`src/rtl/uart_pkg.sv`:
```
// Shared types and helpers for the configurable UART blocks.
// Used by the transmitter now and intended for a matching receiver later.
package uart_pkg;

  typedef enum logic [1:0] {
    PAR_NONE = 2'b00,
    PAR_EVEN = 2'b01,
    PAR_ODD  = 2'b10
  } parity_e;

  typedef enum logic [2:0] {
    ST_IDLE,
    ST_START,
    ST_DATA,
    ST_PARITY,
    ST_STOP
  } tx_state_e;

  // Clocks per bit when no runtime divisor is supplied (integer division).
  function automatic int unsigned div_default(input int unsigned clk_freq,
                                              input int unsigned baud_rate);
    return clk_freq / baud_rate;
  endfunction

endpackage

```
`src/rtl/uart_tx_cfg_sync_fifo.sv`:
```
// Small synchronous FIFO with registered storage; head word is visible on data_o.
// A push and a pop in the same cycle are both honoured; a push while full is dropped.
module sync_fifo #(
  parameter int unsigned WIDTH = 8,
  parameter int unsigned DEPTH = 4
) (
  input  logic             clk,
  input  logic             rst,
  input  logic             push_i,
  input  logic [WIDTH-1:0] data_i,
  input  logic             pop_i,
  output logic [WIDTH-1:0] data_o,
  output logic             full_o,
  output logic             empty_o
);

  localparam int unsigned AW = $clog2(DEPTH);

  logic [WIDTH-1:0] mem_q [DEPTH];
  logic [WIDTH-1:0] mem_d [DEPTH];
  logic [AW-1:0]    wr_ptr_q, wr_ptr_d;
  logic [AW-1:0]    rd_ptr_q, rd_ptr_d;
  logic [AW:0]      count_q, count_d;
  logic             do_push;
  logic             do_pop;

  assign full_o  = (count_q == (AW+1)'(DEPTH));
  assign empty_o = (count_q == '0);
  assign do_push = push_i && !full_o;
  assign do_pop  = pop_i && !empty_o;
  assign data_o  = mem_q[rd_ptr_q];

  always_comb begin
    mem_d    = mem_q;
    wr_ptr_d = wr_ptr_q;
    rd_ptr_d = rd_ptr_q;
    if (do_push) begin
      mem_d[wr_ptr_q] = data_i;
      wr_ptr_d        = wr_ptr_q + AW'(1);
    end
    if (do_pop) begin
      rd_ptr_d = rd_ptr_q + AW'(1);
    end
    count_d = count_q + (AW+1)'(do_push) - (AW+1)'(do_pop);
  end

  // Pointers wrap naturally because DEPTH is a power of two.
  always_ff @(posedge clk) begin
    if (rst) begin
      wr_ptr_q <= '0;
      rd_ptr_q <= '0;
      count_q  <= '0;
    end else begin
      wr_ptr_q <= wr_ptr_d;
      rd_ptr_q <= rd_ptr_d;
      count_q  <= count_d;
    end
  end

  always_ff @(posedge clk) begin
    mem_q <= mem_d;
  end

endmodule

```
`src/rtl/uart_tx_cfg.sv`:
```
// Buffered UART transmitter with per-frame divisor, parity and stop-bit selection.
// Frame configuration is captured when a word is popped, so mid-frame changes hit the next frame.
module uart_tx_cfg
  import uart_pkg::*;
#(
  parameter int unsigned CLK_FREQ   = 50_000_000,
  parameter int unsigned BAUD_RATE  = 115200,
  parameter int unsigned DATA_BITS  = 8,
  parameter int unsigned FIFO_DEPTH = 4,
  parameter int unsigned DIV_W      = 16
) (
  input  logic                 clk,
  input  logic                 rst,
  input  logic                 valid_i,
  input  logic [DATA_BITS-1:0] data_i,
  output logic                 ready_o,
  input  logic [DIV_W-1:0]     cfg_div_i,
  input  logic [1:0]           cfg_parity_i,
  input  logic                 cfg_stop2_i,
  output logic                 busy_o,
  output logic                 tx_o
);

  localparam int unsigned      CNT_W   = $clog2(DATA_BITS + 1);
  localparam logic [DIV_W-1:0] DIV_DEF = DIV_W'(div_default(CLK_FREQ, BAUD_RATE));

  logic [DATA_BITS-1:0] fifo_data;
  logic                 fifo_full;
  logic                 fifo_empty;
  logic                 fifo_pop;

  tx_state_e            state_q, state_d;
  logic [DIV_W-1:0]     timer_q, timer_d;
  logic [CNT_W-1:0]     bit_cnt_q, bit_cnt_d;
  logic [DATA_BITS-1:0] shift_q, shift_d;
  logic [DIV_W-1:0]     div_q, div_d;
  parity_e              parity_q, parity_d;
  logic                 stop2_q, stop2_d;
  logic                 par_bit_q, par_bit_d;
  logic                 tx_q, tx_d;
  logic                 tail_q, tail_d;

  logic [DIV_W-1:0]     eff_div;
  parity_e              eff_parity;
  logic                 timer_end;
  logic                 frame_load;

  sync_fifo #(
    .WIDTH (DATA_BITS),
    .DEPTH (FIFO_DEPTH)
  ) u_fifo (
    .clk     (clk),
    .rst     (rst),
    .push_i  (valid_i),
    .data_i  (data_i),
    .pop_i   (fifo_pop),
    .data_o  (fifo_data),
    .full_o  (fifo_full),
    .empty_o (fifo_empty)
  );

  assign ready_o = !fifo_full;
  // tail_q stretches busy over the extra cycle that tx_q lags the state register.
  assign busy_o  = !fifo_empty || (state_q != ST_IDLE) || tail_q;
  assign tx_o    = tx_q;

  always_comb begin
    if (cfg_div_i == '0) begin
      eff_div = DIV_DEF;
    end else if (cfg_div_i == DIV_W'(1)) begin
      eff_div = DIV_W'(2);
    end else begin
      eff_div = cfg_div_i;
    end
    case (cfg_parity_i)
      2'b01:   eff_parity = PAR_EVEN;
      2'b10:   eff_parity = PAR_ODD;
      default: eff_parity = PAR_NONE;
    endcase
  end

  always_comb begin
    state_d    = state_q;
    timer_d    = timer_q;
    bit_cnt_d  = bit_cnt_q;
    shift_d    = shift_q;
    div_d      = div_q;
    parity_d   = parity_q;
    stop2_d    = stop2_q;
    par_bit_d  = par_bit_q;
    fifo_pop   = 1'b0;
    frame_load = 1'b0;
    timer_end  = (timer_q == div_q - DIV_W'(1));
    tail_d     = (state_q != ST_IDLE);

    if (state_q != ST_IDLE) begin
      timer_d = timer_end ? '0 : timer_q + DIV_W'(1);
    end

    unique case (state_q)
      ST_IDLE: begin
        if (!fifo_empty) frame_load = 1'b1;
      end
      ST_START: begin
        if (timer_end) state_d = ST_DATA;
      end
      ST_DATA: begin
        if (timer_end) begin
          shift_d = shift_q >> 1;
          if (bit_cnt_q == CNT_W'(DATA_BITS - 1)) begin
            bit_cnt_d = '0;
            state_d   = (parity_q == PAR_NONE) ? ST_STOP : ST_PARITY;
          end else begin
            bit_cnt_d = bit_cnt_q + CNT_W'(1);
          end
        end
      end
      ST_PARITY: begin
        if (timer_end) state_d = ST_STOP;
      end
      ST_STOP: begin
        // bit_cnt counts stop bits here; a waiting word starts with no idle gap.
        if (timer_end) begin
          if (stop2_q && (bit_cnt_q == '0)) begin
            bit_cnt_d = CNT_W'(1);
          end else if (!fifo_empty) begin
            frame_load = 1'b1;
          end else begin
            bit_cnt_d = '0;
            state_d   = ST_IDLE;
          end
        end
      end
      default: begin
        state_d = ST_IDLE;
      end
    endcase

    if (frame_load) begin
      fifo_pop  = 1'b1;
      shift_d   = fifo_data;
      div_d     = eff_div;
      parity_d  = eff_parity;
      stop2_d   = cfg_stop2_i;
      par_bit_d = (^fifo_data) ^ (eff_parity == PAR_ODD);
      timer_d   = '0;
      bit_cnt_d = '0;
      state_d   = ST_START;
    end
  end

  always_comb begin
    tx_d = 1'b1;
    case (state_q)
      ST_START:  tx_d = 1'b0;
      ST_DATA:   tx_d = shift_q[0];
      ST_PARITY: tx_d = par_bit_q;
      default:   tx_d = 1'b1;
    endcase
  end

  always_ff @(posedge clk) begin
    if (rst) begin
      state_q   <= ST_IDLE;
      timer_q   <= '0;
      bit_cnt_q <= '0;
      shift_q   <= '0;
      div_q     <= '0;
      parity_q  <= PAR_NONE;
      stop2_q   <= 1'b0;
      par_bit_q <= 1'b0;
      tx_q      <= 1'b1;
      tail_q    <= 1'b0;
    end else begin
      state_q   <= state_d;
      timer_q   <= timer_d;
      bit_cnt_q <= bit_cnt_d;
      shift_q   <= shift_d;
      div_q     <= div_d;
      parity_q  <= parity_d;
      stop2_q   <= stop2_d;
      par_bit_q <= par_bit_d;
      tx_q      <= tx_d;
      tail_q    <= tail_d;
    end
  end

endmodule

```
`config.mk`:
```
export PLATFORM = sky130hd
export DESIGN_NAME = uart_tx_cfg
export DESIGN_NICKNAME = d
export VERILOG_FILES = /design/src/rtl/uart_pkg.sv /design/src/rtl/uart_tx_cfg_sync_fifo.sv /design/src/rtl/uart_tx_cfg.sv
export SDC_FILE = /design/constraint.sdc
export NUM_CORES = 1
export LEC_CHECK = 0
export CORE_MARGIN = 2
export CORE_UTILIZATION = 59
export CTS_CLUSTER_DIAMETER = 60
export DETAILED_ROUTE_END_ITERATION = 12
export PLACE_DENSITY_LB_ADDON = 0.15
export SLEW_MARGIN = 10
export SYNTH_ARGS = -nofsm -noshare
export SYNTH_HDL_FRONTEND = slang
export SYNTH_SLANG_ARGS = --single-unit
```
`constraint.sdc`:
```
create_clock -name clk -period 5 [get_ports clk]
set_clock_uncertainty 0.2 [all_clocks]
set_input_delay 0.75 -clock clk [delete_from_list [all_inputs] [get_ports clk]]
set_output_delay 0.75 -clock clk [all_outputs]
set_load 0.01 [all_outputs]
```
# After elaboration in Yosys (flattened, before gate mapping)
# Index checks and enable logic that the tools add are counted.
[classes] muxes=35 addsub=7 magnitude_cmp=3 n_eq_ne=27 n_bitwise=4 n_reduce_logical=23
[ops] op="2-to-1 mux 16 bit" count=3
[ops] op="2-to-1 mux 8 bit" count=6
[ops] op="bitwise mux 32 bit" count=1
[ops] op="2-to-1 mux 3 bit" count=8
[ops] op="inequality test 3 bit (second input constant)" count=8
[ops] op="2-to-1 mux 4 bit" count=5
[ops] op="adder 16 x 1 -> 16 bit (second input constant)" count=1
[ops] op="binary-select mux 8 bit (select 2 bit)" count=1
[ops] op="demux 8 bit (select 2 bit)" count=1
[ops] op="equality test 16 x 1 -> 1 bit (second input constant)" count=1
[ops] op="equality test 16 bit" count=1
[ops] op="zero test 16 bit" count=1
[ops] op="inequality test 2 bit (second input constant)" count=8
[ops] op="AND reduction 8 bit" count=2
[ops] op="subtractor 16 x 1 -> 16 bit (second input constant)" count=1
[ops] op="one-hot mux 3 bit (5 select lines)" count=1
[ops] op="one-hot mux 4 bit (2 select lines)" count=1
[ops] op="parity 8 bit" count=1
[ops] op="equality test 3 x 2 -> 1 bit (second input constant)" count=2
[ops] op="equality test 3 bit (second input constant)" count=2
[ops] op="greater-or-equal comparator 3 bit (second input constant)" count=2
[ops] op="zero test 3 bit" count=2
[ops] op="inverter 2 -> 3 bit" count=2
[ops] op="nonzero test 2 bit" count=3
[ops] op="24 further kinds" count=35
[totals] out_inout_bits=3 in_bits=30 ff_bits=92 word_cells=117

# Longest topological paths before layout
[depth] depth_word=8 mapped_depth=20 ltp_nobuf=16

# Modules after synthesis
# Synthesis repeated with hierarchy kept, for this count alone.
[unflattened] hier_cells=474 area_unflattened_um2=4713.3
[modules_own_cells] mod="uart_tx_cfg" seq_area_each_um2=1061.0 instances=1 cells_per_inst=385 area_per_inst_um2=3128.0
[modules_own_cells] mod="sync_fifo" seq_area_each_um2=1101.1 instances=1 cells_per_inst=89 area_per_inst_um2=1585.3

# Worst setup path after synthesis
# Ideal clock, no wire load.
[synth_timing] path_type="flip-flop to flip-flop" from="reg div_q[0]" to="reg u_fifo.count_q[2]" setup_time_ns=0.128 setup_slack_ns=0.943 stages_incl_launch_ff=20 t_arrival_ns=3.729 t_required_ns=4.672 period_less_slack_ns=4.057 n_path_buf=4 cell_sequence="dfxtp_1 buf_6 inv_1 ha_1 clkbuf_1 nor4_1 o31ai_1 a2111oi_1 nand4_2 o41ai_4 buf_6 buf_4 ha_1 inv_1 ha_1 inv_1 fa_1 xor2_1 xnor2_1 nor2_1"
[synth_via] elab_chain_cells=7
[synth_lines] item="start, declared" line_no="uart_tx_cfg.sv:36" rtl="logic [DIV_W-1:0] div_q, div_d;"
[synth_lines] item="start signal, assigned" line_no="uart_tx_cfg.sv:179" rtl="div_q <= div_d;"
[synth_lines] item="subtractor 16 x 1 -> 16 bit" line_no="uart_tx_cfg.sv:93" rtl="timer_end = (timer_q == div_q - DIV_W'(1));"
[synth_lines] item="equality test 16 bit" line_no="uart_tx_cfg.sv:93"
[synth_lines] item="2-to-1 mux 1 bit" line_no="uart_tx_cfg.sv:123" rtl="if (timer_end) begin"
[synth_lines] item="one-hot mux 1 bit (2 select lines)" line_no="uart_tx_cfg.sv:100" rtl="unique case (state_q)"
[synth_lines] item="2-to-1 mux 1 bit" line_no="uart_tx_cfg.sv:139" rtl="if (frame_load) begin"
[synth_lines] item="logical AND 1 bit" line_no="uart_tx_cfg_sync_fifo.sv:30" rtl="assign do_pop = pop_i && !empty_o;"
[synth_lines] item="via u_fifo.do_pop" line_no="uart_tx_cfg_sync_fifo.sv:25" rtl="logic do_pop;"
[synth_lines] item="subtractor 3 x 1 -> 3 bit" line_no="uart_tx_cfg_sync_fifo.sv:44" rtl="count_d = count_q + (AW+1)'(do_push) - (AW+1)'(do_pop);"
[synth_lines] item="end signal, assigned" line_no="uart_tx_cfg_sync_fifo.sv:56" rtl="count_q <= count_d;"
[synth_lines] item="end, declared" line_no="uart_tx_cfg_sync_fifo.sv:23" rtl="logic [AW:0] count_q, count_d;"
# The timed path passes the listed nets, and every way through them passes these cells.
# A chain may end at the register's enable or synchronous reset.

# Worst setup path after layout
[layout_timing] from="reg div_q[0]" to="reg u_fifo.count_q[2]"
[layout_via] elab_chain_cells=7
[layout_lines] item="subtractor 16 x 1 -> 16 bit" line_no="uart_tx_cfg.sv:93"
[layout_lines] item="equality test 16 bit" line_no="uart_tx_cfg.sv:93"
[layout_lines] item="2-to-1 mux 1 bit" line_no="uart_tx_cfg.sv:123"
[layout_lines] item="one-hot mux 1 bit (2 select lines)" line_no="uart_tx_cfg.sv:100"
[layout_lines] item="2-to-1 mux 1 bit" line_no="uart_tx_cfg.sv:139"
[layout_lines] item="logical AND 1 bit" line_no="uart_tx_cfg_sync_fifo.sv:30"
[layout_lines] item="subtractor 3 x 1 -> 3 bit" line_no="uart_tx_cfg_sync_fifo.sv:44"
# Every way passes these cells.

==> flow_summary.json <==
{
  "grt_pass1_wl_um": 15800,
  "clock_path_buffers": 2,
  "p_sw_share_pct": 37.7,
  "yosys_warnings": 0,
  "power_density_mw_per_mm2": 544,
  "synth_compound_area_share_pct": 9.89,
  "hold_violations": 0,
  "cts.sinks": 92,
  "p_seq_share_pct": 37.7,
  "setup.worst_path.end": "u_fifo.count_q[2]$_SDFF_PP0_",
  "yosys.area_share.simple_pct": 21.9,
  "post-cts-setup-buffers": 0,
  "ios": 33,
  "synthesis.nets": 516,
  "track_usage_pct": 22.9,
  "synth_top_family_by_area": "simple AND/OR/NAND/NOR gates",
  "synth_flop_cell": "dfxtp_1",
  "grt_max_degree": 44,
  "drv_cap": 0,
  "numCtsBuffers": 9,
  "status": "finished, final reports clean",
  "route.detailed.drc": 0,
  "dieArea_mm2": 0.00873,
  "cts_hold_buffers": 0,
  "combPwrFrac_pct": 42.0,
  "drive_gt1_share_pct": 7.36,
  "port_buffers": 32,
  "netlist_area_mm2": 0.00472,
  "ys_types": 61,
  "cts_max_level": 3,
  "leakagePower_nw": 1.96,
  "internal_power_mw": 1.80,
  "grt_overflow": 0,
  "wl_per_cell_um": 15.3,
  "layout_common_cells": "nor2_1, dfxtp_1, clkdlybuf4s50_1, edfxtp_1, nand2_1",
  "min_path_type": "flop to flop",
  "first_iter_violations": 245,
  "finalSetupViolCount": 0,
  "die_y_um": 93.4,
  "wl_um": 9230,
  "area_growth_pct": 12.4,
  "worstReg2RegEnd": "u_fifo.count_q[2]$_SDFF_PP0_",
  "worst_skew_pair.late_latency_ps": 360,
  "cts.repair.resized": 0,
  "vias_per_cell": 5.80,
  "synth_xor_area_share_pct": 7.80,
  "fmax_mhz": 248,
  "async_reset_ff_share_pct": 0,
  "cp-start-kind": "flop",
  "synth.area.mux_share_pct": 7.48,
  "grt_pass1_vias": 3423,
  "max_slew.worst_pin.slew_ps": 1050,
  "period_needed_ps": 4030,
  "rows": 32,
  "start_util_pct": 61.1,
  "nets": 539,
  "die_x_um": 93.4,
  "n_antenna_cell": 0,
  "gp_congestion": 0.902,
  "final_antenna_net_count": 0,
  "final_core_util_pct": 68.6,
  "r2r_slack_ps": 970,
  "grtUsageMet3_pct": 6.04,
  "finalCritPeriodShare_pct": 80.5,
  "hpwlAfterDp_um": 6810,
  "gr-usage-met2_pct": 39.5,
  "power_mw": 2.88,
  "synth_edf_count": 32,
  "postSynthAreaPerCell_um2": 9.93,
  "syn_inst": 475,
  "critical_path_class": "flop to flop",
  "setup_tns_ps": 0,
  "vias": 3512,
  "r2r_cells": 15,
  "dr.pass1.iters": 5,
  "top_usage_layer": "met2",
  "end_kind": "flop",
  "cts_tree": "built",
  "antenna_found_initial": 0,
  "power.switching_mw": 1.09,
  "cp_max_fo": 11,
  "cts_root_buf": "clkbuf_8",
  "rsz0062_at_grt": "no",
  "globalRouteMet1Util_pct": 28.7,
  "worstReg2RegStart": "div_q[0]$_SDFFE_PP0P_",
  "clockPowerShare_pct": 20.4,
  "cts.clk_slew.worst_paths_ps": 90,
  "relSlewSlack_pct": 29.3,
  "slew_violations": 0,
  "crit_start": "div_q[0]$_SDFFE_PP0P_",
  "yosys.area_share.adder_pct": 3.08,
  "crit_arrival_ps": 4060,
  "yosysSeqAreaShare_pct": 45.8,
  "final_common_cell": "nor2_1",
  "worstPathRequired_ps": 5040,
  "core-area_mm2": 0.00773,
  "ys_ff_latch": 92,
  "peakVddDrop_mv": 0.332
}
## worst max-delay path: stages, from the launching register on
cell,delay [ps]
dfxtp_1,470
inv_1,70
ha_1,330
nor4_1,330
o31ai_1,130
a2111oi_1,530
nand4_2,290
o41ai_4,310
ha_1,290
inv_1,60
ha_1,130
inv_1,50
fa_1,370
xor2_1,180
xnor2_1,130
nor2_1,50
## layer usage
layer | routed length, µm | vias up
li1 | - | 1752
met1 | 4170 | 1679
met2 | 4640 | 72
met3 | 310 | 9
met4 | 104 | 0
met5 | 0 | -
## power by group through the flow
stage               clock network, mW  logic (mW)  registers [mW]
floorplan                           0        1.04            1.02
global placement                    0        1.16            1.09
detailed placement                  0        1.20            1.10
CTS                             0.600        1.21            1.09
global route                    0.633        1.35            1.11
finish                          0.587        1.21            1.09
## per-stage QoR
step / hold slack (ps) / cells / worst slack (ps) / cell area (µm²)
finish: 281 / 605 / 974 / 5300
global route: 304 / 605 / 594 / 5300
CTS: 287 / 605 / 964 / 5300
detailed placement: 267 / 589 / 980 / 5060
global placement: 256 / 589 / 1140 / 5060
floorplan: 248 / 475 / 943 / 4720
## flip-flops by register name, summed over array words and instances (netlist names)
signal,cells
u_fifo.mem_q,32
u_fifo.wr_ptr_q,2
tx_o,1
u_fifo.count_q,3
state_q,3
stop2_q,1
parity_q,2
par_bit_q,1
bit_cnt_q,4
div_q,16
shift_q,8
u_fifo.rd_ptr_q,2
timer_q,16
tail_q,1
## cells by family (layout without fill, tap and decap cells)
group | count (synthesis) | count (layout)
fa+ha+maj | 11 | 11
xor+xnor | 42 | 42
flops | 92 | 92
mux | 25 | 25
compound gates | 67 | 67
buf+inv | 40 | 68
simple gates | 198 | 198
## synth_stat cells (8+ instances only)
master	n	area share [%]
dfxtp_1	60	25
or3_1	11	1.5
nand3_1	12	1.3
a21oi_1	20	2.1
o21ai_0	9	0.95
mux2i_1	15	3.2
nor2_1	69	5.5
and3_1	12	1.6
mux4_2	8	3.8
xnor2_1	17	3.2
nand2_1	26	2.1
clkbuf_1	13	1.0
xor2_1	25	4.6
nand4_1	9	1.2
edfxtp_1	32	20
nor3_1	15	1.6
ha_1	10	2.7
inv_1	17	1.4
## worst min path at each step
stage | end | start | depth (start not counted)
finish | shift_q[0]$_SDFFE_PP0P_ | shift_q[1]$_SDFFE_PP0P_ | 1
global route | shift_q[0]$_SDFFE_PP0P_ | shift_q[1]$_SDFFE_PP0P_ | 1
CTS | shift_q[0]$_SDFFE_PP0P_ | shift_q[1]$_SDFFE_PP0P_ | 1
detailed placement | shift_q[2]$_SDFFE_PP0P_ | shift_q[2]$_SDFFE_PP0P_ | 1
global placement | shift_q[0]$_SDFFE_PP0P_ | shift_q[1]$_SDFFE_PP0P_ | 1
floorplan | shift_q[2]$_SDFFE_PP0P_ | shift_q[2]$_SDFFE_PP0P_ | 1
## cell type report
type	instances	area, µm²
Clock buffer	11	153
Clock inverter	5	88.8
Fill cell	576	2430
Inverter	17	63.8
Multi-Input combinational cell	343	2360
Sequential cell	92	2160
Tap cell	102	128
Timing Repair Buffer	35	343
No activity file was read; power rests on OpenSTA's default activity.
